===== config.mk =====
export PLATFORM = sky130hd
export DESIGN_NAME = mlp_sequencer_flat
export DESIGN_NICKNAME = d
export VERILOG_FILES = /design/src/rtl/mlp_pkg.sv /design/src/rtl/mlp_sequencer_if.sv /design/src/rtl/mlp_sequencer_watchdog.sv /design/src/rtl/mlp_sequencer.sv /design/src/flat_wrapper.sv
export SDC_FILE = /design/constraint.sdc
export NUM_CORES = 1
export LEC_CHECK = 0
export CORE_UTILIZATION = 45
export DETAILED_ROUTE_END_ITERATION = 12
export PLACE_DENSITY = 0.82
export SYNTH_ARGS = -nofsm -noshare
export SYNTH_HDL_FRONTEND = slang
export SYNTH_SLANG_ARGS = --single-unit
export TNS_END_PERCENT = 20

===== constraint.sdc =====
create_clock -name clk -period 3.9 [get_ports clk]
set_input_delay 0.585 -clock clk [delete_from_list [all_inputs] [get_ports clk]]
set_output_delay 0.585 -clock clk [all_outputs]
set_load 0.05 [all_outputs]

===== src/rtl/mlp_pkg.sv =====
// Shared types and constants for the MLP layer sequencer.
package mlp_pkg;

    localparam int DW   = 16;
    localparam int FRAC = 8;

    typedef enum logic [1:0] {
        IDLE,
        ISSUE,
        WAIT,
        FIN
    } seq_state_t;

    // A one-layer build still needs a one-bit select bus.
    function automatic int idx_width(input int n);
        return (n > 1) ? $clog2(n) : 1;
    endfunction

endpackage


===== src/rtl/mlp_sequencer_if.sv =====
// Sequencer-to-datapath link: start/done handshake, activation vector and weight select.
interface mlp_sequencer_if
    import mlp_pkg::*;
#(
    parameter int WIDTH  = 4,
    parameter int LAYERS = 3,
    parameter int DW     = mlp_pkg::DW
);
    localparam int IW = idx_width(LAYERS);

    logic                layer_start;
    logic [WIDTH*DW-1:0] layer_x;
    logic [IW-1:0]       layer_idx;
    logic                layer_done;
    logic [WIDTH*DW-1:0] layer_y;

    modport master (
        output layer_start, layer_x, layer_idx,
        input  layer_done, layer_y
    );

    modport slave (
        input  layer_start, layer_x, layer_idx,
        output layer_done, layer_y
    );

endinterface


===== src/rtl/mlp_sequencer_watchdog.sv =====
// Cycle counter that flags when a layer has been waited on for TIMEOUT cycles.
module mlp_sequencer_watchdog #(
    parameter int TIMEOUT = 64
) (
    input  logic clk,
    input  logic rst,
    input  logic clear_i,
    input  logic enable_i,
    output logic expired_o
);
    localparam int CW = $clog2(TIMEOUT + 1);

    logic [CW-1:0] cnt_q;
    logic [CW-1:0] cnt_d;
    logic          expired;

    assign expired   = (cnt_q == CW'(TIMEOUT - 1));
    assign expired_o = expired;

    // Saturates at the terminal count so a stalled enable can never wrap.
    always_comb begin
        cnt_d = cnt_q;
        if (clear_i) begin
            cnt_d = '0;
        end else if (enable_i && !expired) begin
            cnt_d = cnt_q + 1'b1;
        end
    end

    always_ff @(posedge clk) begin
        if (rst) begin
            cnt_q <= '0;
        end else begin
            cnt_q <= cnt_d;
        end
    end

endmodule


===== src/rtl/mlp_sequencer.sv =====
// Runs one square layer datapath LAYERS times per inference, feeding each output back as the next input.
//   state | meaning
//   IDLE  | waiting for start; outputs held
//   ISSUE | layer_start pulse for the current layer; watchdog cleared
//   WAIT  | waiting for layer_done or watchdog expiry
//   FIN   | done pulse; y_out already loaded
module mlp_sequencer
    import mlp_pkg::*;
#(
    parameter int WIDTH   = 4,
    parameter int LAYERS  = 3,
    parameter int DW      = mlp_pkg::DW,
    parameter int TIMEOUT = 64
) (
    input  logic                clk,
    input  logic                rst,
    input  logic                start_i,
    input  logic [WIDTH*DW-1:0] x_in_i,
    output logic                busy_o,
    output logic                done_o,
    output logic                error_o,
    output logic [WIDTH*DW-1:0] y_out_o,
    mlp_sequencer_if.master     dp
);
    localparam int            IW   = idx_width(LAYERS);
    localparam logic [IW-1:0] LAST = IW'(LAYERS - 1);

    seq_state_t          state_q;
    logic                busy_q;
    logic                done_q;
    logic                error_q;
    logic                lstart_q;
    logic [WIDTH*DW-1:0] y_q;
    logic [WIDTH*DW-1:0] act_q;
    logic [IW-1:0]       idx_q;

    logic wdog_clear;
    logic wdog_en;
    logic wdog_expired;

    assign wdog_clear = (state_q == ISSUE);
    assign wdog_en    = (state_q == WAIT) && !dp.layer_done;

    mlp_sequencer_watchdog #(
        .TIMEOUT (TIMEOUT)
    ) u_wdog (
        .clk       (clk),
        .rst       (rst),
        .clear_i   (wdog_clear),
        .enable_i  (wdog_en),
        .expired_o (wdog_expired)
    );

    always_ff @(posedge clk) begin
        if (rst) begin
            state_q  <= IDLE;
            busy_q   <= 1'b0;
            done_q   <= 1'b0;
            error_q  <= 1'b0;
            lstart_q <= 1'b0;
            y_q      <= '0;
            act_q    <= '0;
            idx_q    <= '0;
        end else begin
            done_q   <= 1'b0;
            lstart_q <= 1'b0;
            unique case (state_q)
                IDLE: begin
                    if (start_i) begin
                        act_q    <= x_in_i;
                        idx_q    <= '0;
                        error_q  <= 1'b0;
                        busy_q   <= 1'b1;
                        lstart_q <= 1'b1;
                        state_q  <= ISSUE;
                    end
                end
                ISSUE: begin
                    state_q <= WAIT;
                end
                WAIT: begin
                    // A done arriving in the expiry cycle still counts as success.
                    if (dp.layer_done) begin
                        act_q <= dp.layer_y;
                        if (idx_q == LAST) begin
                            y_q     <= dp.layer_y;
                            done_q  <= 1'b1;
                            state_q <= FIN;
                        end else begin
                            idx_q    <= idx_q + 1'b1;
                            lstart_q <= 1'b1;
                            state_q  <= ISSUE;
                        end
                    end else if (wdog_expired) begin
                        error_q <= 1'b1;
                        busy_q  <= 1'b0;
                        state_q <= IDLE;
                    end
                end
                FIN: begin
                    busy_q  <= 1'b0;
                    state_q <= IDLE;
                end
                default: begin
                    state_q <= IDLE;
                end
            endcase
        end
    end

    assign busy_o         = busy_q;
    assign done_o         = done_q;
    assign error_o        = error_q;
    assign y_out_o        = y_q;
    assign dp.layer_start = lstart_q;
    assign dp.layer_x     = act_q;
    assign dp.layer_idx   = idx_q;

endmodule


===== src/flat_wrapper.sv =====
// flat-port wrapper written by rule: the top's interface ports become plain ports
module mlp_sequencer_flat import mlp_pkg::*;
#(
    parameter int WIDTH   = 4,
    parameter int LAYERS  = 3,
    parameter int DW      = mlp_pkg::DW,
    parameter int TIMEOUT = 64
)
  (clk, rst, start_i, x_in_i, busy_o, done_o, error_o, y_out_o, dp_layer_start, dp_layer_x, dp_layer_idx, dp_layer_done, dp_layer_y);
  mlp_sequencer_if #(.WIDTH(WIDTH), .LAYERS(LAYERS), .DW(DW)) dp_i ();
  input  logic clk;
  input  logic rst;
  input  logic start_i;
  input  logic [WIDTH*DW-1:0] x_in_i;
  output logic busy_o;
  output logic done_o;
  output logic error_o;
  output logic [WIDTH*DW-1:0] y_out_o;
  output wire logic [$bits(dp_i.layer_start)-1:0] dp_layer_start;
  output wire logic [$bits(dp_i.layer_x)-1:0] dp_layer_x;
  output wire logic [$bits(dp_i.layer_idx)-1:0] dp_layer_idx;
  input wire logic [$bits(dp_i.layer_done)-1:0] dp_layer_done;
  input wire logic [$bits(dp_i.layer_y)-1:0] dp_layer_y;
  assign dp_layer_start = dp_i.layer_start;
  assign dp_layer_x = dp_i.layer_x;
  assign dp_layer_idx = dp_i.layer_idx;
  assign dp_i.layer_done = dp_layer_done;
  assign dp_i.layer_y = dp_layer_y;
  mlp_sequencer #(.WIDTH(WIDTH), .LAYERS(LAYERS), .DW(DW), .TIMEOUT(TIMEOUT)) u_core (.clk(clk), .rst(rst), .start_i(start_i), .x_in_i(x_in_i), .busy_o(busy_o), .done_o(done_o), .error_o(error_o), .y_out_o(y_out_o), .dp(dp_i));
endmodule

### Yosys cells after proc, flatten, opt, wreduce, memory -nomap -nowiden

Cells that the tools add are included.
Widths: inputs -> output; s select.

* add/sub/neg operators: 2
* equality and inequality tests: 11
* mux-type cells: 25
* bitwise operators: 2
* reduce and logical (&&, ||, !) cells: 15

Operators by type and width (count)
* $mux 64: 2
* $pmux 64 s2: 1
* $mux 2: 7
* $reduce_and 4->1: 3
* $mux 1: 10
* $ne 2x2->1 const B: 5
* $pmux 2 s4: 1
* $add 7x1->7 const B: 1
* $eq 7x6->1 const B: 1
* $eq 2x2->1 const B: 3
* $reduce_and 3->1: 2
* $pmux 1 s2: 2
* $pmux 2 s2: 1
* $ne 3x3->1 const B: 1
* $pmux 1 s3: 1
* $reduce_bool 3->1: 1
* $reduce_or 3->1: 1
* $add 2x1->2 const B: 1
* $eq 2x1->1 const B: 1
* $logic_and 1x1->1: 2
* $logic_not 1->1: 2
* $logic_not 2->1: 1
* $not 1->1: 2
* $reduce_and 2->1: 1
* other kinds (2): 2

* flip-flop bits (word level): 143
* output and inout port bits: 134

### Logic depth before layout (Yosys ltp)

* depth in word-level cells: 4
* gate-level depth with buffers: 8
* depth with buffers taken out: 6

### Cells and area by module

A second synthesis with hierarchy kept.

* cells, all modules: 645
* area, all modules: 5856.9 sq um

Modules (own cells, without submodules)
* mlp_sequencer: instances 1, cells an instance 609, area an instance 5515.3 sq um, sequential area each 2722.6 sq um
* mlp_sequencer_watchdog: instances 1, cells an instance 36, area an instance 341.6 sq um, sequential area each 140.1 sq um

### Worst setup path after synthesis

OpenSTA, ideal clock, no wires.

* kind: register -> register
* from: register u_core.idx_q[0], in the netlist u_core.dp.layer_idx[0]
* to: register u_core.y_q[13], in the netlist u_core.y_out_o[13]
* setup time: 0.132 ns
* data arrival time: 1.568 ns
* data required time: 3.768 ns
* slack: 2.199 ns
* cell stages (with the launch flop): 8
* path buffers: 2
* period minus slack after synthesis: 1.701 ns
* cells stage by stage: dfxtp_1 > inv_1 > ha_1 > and3_1 > buf_2 > buf_2 > nand2_1 > a21oi_1

* longest elaborated chain between the ends: 2

Ends and longest elaborated chain
* start: declaration: RTL line mlp_sequencer.sv:35 `logic [IW-1:0] idx_q;`
* start signal: assignment: RTL line mlp_sequencer.sv:90 `idx_q <= idx_q + 1'b1;`
* $eq 2x2->1: RTL line mlp_sequencer.sv:85 `if (idx_q == LAST) begin`
* $reduce_and 3->1 (no line)
* end signal: assignment: RTL line mlp_sequencer.sv:86 `y_q <= dp.layer_y;`
* end: declaration: RTL line mlp_sequencer.sv:33 `logic [WIDTH*DW-1:0] y_q;`

No other way between the ends.
A chain may end at the register's enable or synchronous reset.

### Final worst setup path

* from: register u_core.state_q[0]
* to: register u_core.act_q[11], in the netlist u_core.dp.layer_x[11]

* longest elaborated chain between the ends: 3
* elaborated cells on any way between the ends: 7
* those cells by class: eq/ne (3); mux (1); reduce/logical (3)

Ends and longest elaborated chain
* start: declaration: RTL line mlp_sequencer.sv:28 `seq_state_t state_q;`
* start signal: assignment: RTL line mlp_sequencer.sv:56 `state_q <= IDLE;`
* start signal: assignment: RTL line mlp_sequencer.sv:75 `state_q <= ISSUE;`
* start signal: assignment: RTL line mlp_sequencer.sv:79 `state_q <= WAIT;`
* $eq 2x2->1 / $logic_not 2->1 (equally long branches): RTL line mlp_sequencer.sv:67 `unique case (state_q)`
* $ne 2x2->1 (no line) / $reduce_bool 2->1 (equally long branches)
* $reduce_and 3->1 (no line)
* end signal: assignment: RTL line mlp_sequencer.sv:70 `act_q <= x_in_i;`
* end signal: assignment: RTL line mlp_sequencer.sv:84 `act_q <= dp.layer_y;`
* end: declaration: RTL line mlp_sequencer.sv:34 `logic [WIDTH*DW-1:0] act_q;`

Several ways; a longest one is shown, not always the timed one.

==> impl_results.md <==
- Status: completed
- RSZ-0062 raised after global routing: false
- CP Cell Sequence: inv_1 > ha_4 > mux2i_1 > nor2_4 > buf_4 > nor2_1 > a211oi_2
- Root Driver: clkbuf_16
- Ys Warns: 0
- Hold_buf cts: 0
- CP arrival: 3.11 ns
- Top FF cell, synth: dfxtp_1
- Clock Skews: 0.00600 ns
- Adder and majority gate portion of the synthesized area: ~1.2%
- P_leak: 3.18 nW
- Die X: 118 um
- Min Hold Slack: ~0.45 ns
- Synth top area share: approximately 47%
- Worst-path fanout max: 82
- Clock net sink count: 143
- GR Util All Layers: 24.6%
- Layout Nets: 1026
- DR vias: around 5600
- Synth Area in Compound Gates: 20.0%
- Drt drc: 0
- WHS Path Cells: 1
- Vias in the first global route: 5616
- I/O Buffers: approximately 270
- Fin. max-slew vios: 0
- Diode count: 0
- H-tree levels: 4
- Avg Inst Size Synth: between 9 and 10 um2
- Synth Area in Simple Gates: approximately 15%
- Rel. slew slack: a little under a third
- Critical-path top delay cell: buf_4
- Skew-Pair Late Insertion Delay: approximately 0.41 ns
- Seq cells post-synth: approximately 140
- # Post-CTS Setup Buffers: 0
- Netlist Area Pre-Place: slightly above 0.006 mm2
- Die Ht: 118 um
- Total power draw: 6.17 mW
- R2R cell count: 7
- XOR/XNOR Fraction of Synth Area: 0.435%
- DR vias/cell: 5.19
- First-pass GRT wire length: 27500 um
- Post-synth cell types: 33
- Placer Congestion: 0.861
- FF-to-FF End: u_core.dp.layer_x[11]
- Hold Path Class: flip-flop to flip-flop
- Post-DP HPWL: about 12000 um
- ANT nets after route: 0
- Core Area: 0.0129 mm2
- Clock slew at reported path FFs: 0.06 ns
- Crit path required time: 4.22 ns
- Cell count after synthesis: 646
- Worst path depth: 7
- Largest family of logic cells by synthesized area: compound AO/OA/AOI/OAI gates
- CTS tree: built
- Final core occ: 72.6%
- Setup crit end: u_core.dp.layer_x[11]
- Most instantiated library cell after synthesis: dfxtp_1
- Layout cells sized above 1: a little under an eighth
- Final worst-path cycle share: a little under three quarters
- CP endpoint kind: flip-flop
- Syn_nets: 784
- First-iteration detailed-routing DRC count: 280
- Final setup violation count: 0
- Crit. Startpoint: u_core.state_q[0]
- Ports: 266
- Initial Utilization: between 40 and 50%
- Clock tree buffer depth: 2
- Overflow left after global routing: 0
- Avg WL per Cell: between 15 and 20 um
- Tmin final: 2.79 ns
- Number of synthesized flops with an enable pin: 0
- Pin count of the biggest net entering global routing: 83
- Yosys top cell by area: dfxtp_1
- Max cap viols: 0
- Worst R2R Setup Slack: 1.11 ns
- Die area: 0.0139 mm2
- Sum of buffers and inverters on the critical path: 2
- Mux cell area share after synthesis: 10.9%
- Worst vdd ir: approximately 470 uV
- Seq/Total Area, Yosys: 47.3%
- Drt first pass iters: 4
- Initial antenna violation count: 0
- Largest stage delay on the critical path: 0.75 ns
- CTS buffer count: 17
- Asr flop ratio synth: 0%
- R2r startpoint: u_core.state_q[0]
- F_max: 358 MHz
- Final Hold Viols: 0
- Post-cts sizing count: 0
- Area Overhead vs Synth: 54.6%
- Setup_tns: 0 ns
- Ranking of synthesized cells by area: dfxtp_1 (47%), a211oi_2 (12%), mux2i_1 (11%), nand2_1 (8.1%), a21oi_1 (6.0%)
- Pwr/cell area: ~660 mW/mm2
- Most instantiated cells after synthesis: dfxtp_1 (143), nand2_1 (131), a21oi_1 (73)
- Crit path kind: flip-flop to flip-flop
- Top delay family on crit path: buffers and inverters
- Final WL: about 17000 um
- Startpoint Class: flip-flop
- Placement Rows: 41
- Worst Max-Slew Pin Slew: 1.02 ns
[worst min path at each step]
stage,start,to,slack [ns]
after detailed placement,u_core.u_wdog.cnt_q[6],u_core.u_wdog.cnt_q[6],0.44
after floorplan,u_core.u_wdog.cnt_q[6],u_core.u_wdog.cnt_q[6],0.42
final,u_core.u_wdog.cnt_q[6],u_core.u_wdog.cnt_q[6],0.45
after global placement,u_core.u_wdog.cnt_q[6],u_core.u_wdog.cnt_q[6],0.43
after CTS,u_core.u_wdog.cnt_q[6],u_core.u_wdog.cnt_q[6],0.45
after global routing,u_core.y_out_o[3],u_core.y_out_o[3],0.47
[worst reg2reg max path, cell delays in order (launching register included)]
cell and delay (ns):
dfxtp_1 0.35, inv_1 0.14, ha_4 0.62, mux2i_1 0.28
nor2_4 0.14, buf_4 0.75, nor2_1 0.18, a211oi_2 0.25
[cell type report]
class | instances | area (um2)
Clock buffer | 21 | 470
Clock inverter | 11 | 161
Fill cell | 940 | 3530
Inverter | 3 | 11.3
Multi-Input combinational cell | 449 | 2910
Sequential cell | 143 | 2860
Tap cell | 172 | 215
Timing Repair Buffer | 274 | 2720
[layout by cell type (no fill, tap or decap), types with 2 or more instances in the layout]
cell / Yosys / final
a21oi_1: 73 / 73
nand3_2: 1 / 2
buf_4: 8 / 10
a211oi_1: 9 / 9
nand2b_1: 5 / 5
o21a_1: 2 / 2
o211ai_1: 2 / 2
nor3_1: 4 / 4
ha_1: 6 / 5
mux2i_1: 66 / 66
a211oi_2: 56 / 56
nand3_1: 3 / 2
inv_1: 3 / 3
nand2_1: 131 / 131
xor2_1: 3 / 3
nand3b_1: 3 / 3
clkbuf_16: 0 / 17
clkinv_2: 0 / 5
clkdlybuf4s50_1: 0 / 264
nor2_1: 72 / 71
clkbuf_8: 0 / 3
dfxtp_1: 143 / 143
bufinv_16: 0 / 4
o21ai_0: 2 / 2
[routing by layer]
layer | vias up | track usage [%] | routed length, um
li1 | 2705 | - | -
met3 | 28 | 7.17 | 1160
met2 | 199 | 44.2 | 8940
met1 | 2632 | 27.2 | 6750
met4 | 0 | 9.54 | 370
met5 | - | 0 | 0
[through the flow]
| stage | std cells | area, um2 | setup slack, ns |
|---|---|---|---|
| after floorplan | 646 | 6050 | 2.20 |
| after global placement | 1041 | 8710 | 1.24 |
| after detailed placement | 1041 | 8710 | 1.12 |
| after CTS | 1073 | 9350 | 1.12 |
| after global routing | 1073 | 9350 | 0.822 |
| final | 1073 | 9350 | 1.11 |
[sequential cells by signal (all words and copies together), names as in the netlist]
name,flops
u_core.done_o,1
u_core.error_o,1
u_core.dp.layer_idx,2
u_core.y_out_o,64
u_core.dp.layer_start,1
u_core.dp.layer_x,64
u_core.busy_o,1
u_core.state_q,2
u_core.u_wdog.cnt_q,7
[power by group]
part	internal [mW]	leakage (nW)	switching [mW]
logic	0.944	1.70	1.66
clock network	1.12	0.313	0.596
registers	1.71	1.17	0.143
[cells by family after synthesis]
| kind of cell | Yosys count |
|---|---|
| compound gates | 148 |
| xor+xnor | 3 |
| fa+ha+maj | 6 |
| buf+inv | 54 |
| flops | 143 |
| mux | 66 |
| simple gates | 226 |
Power figures use the tool's default switching activity.
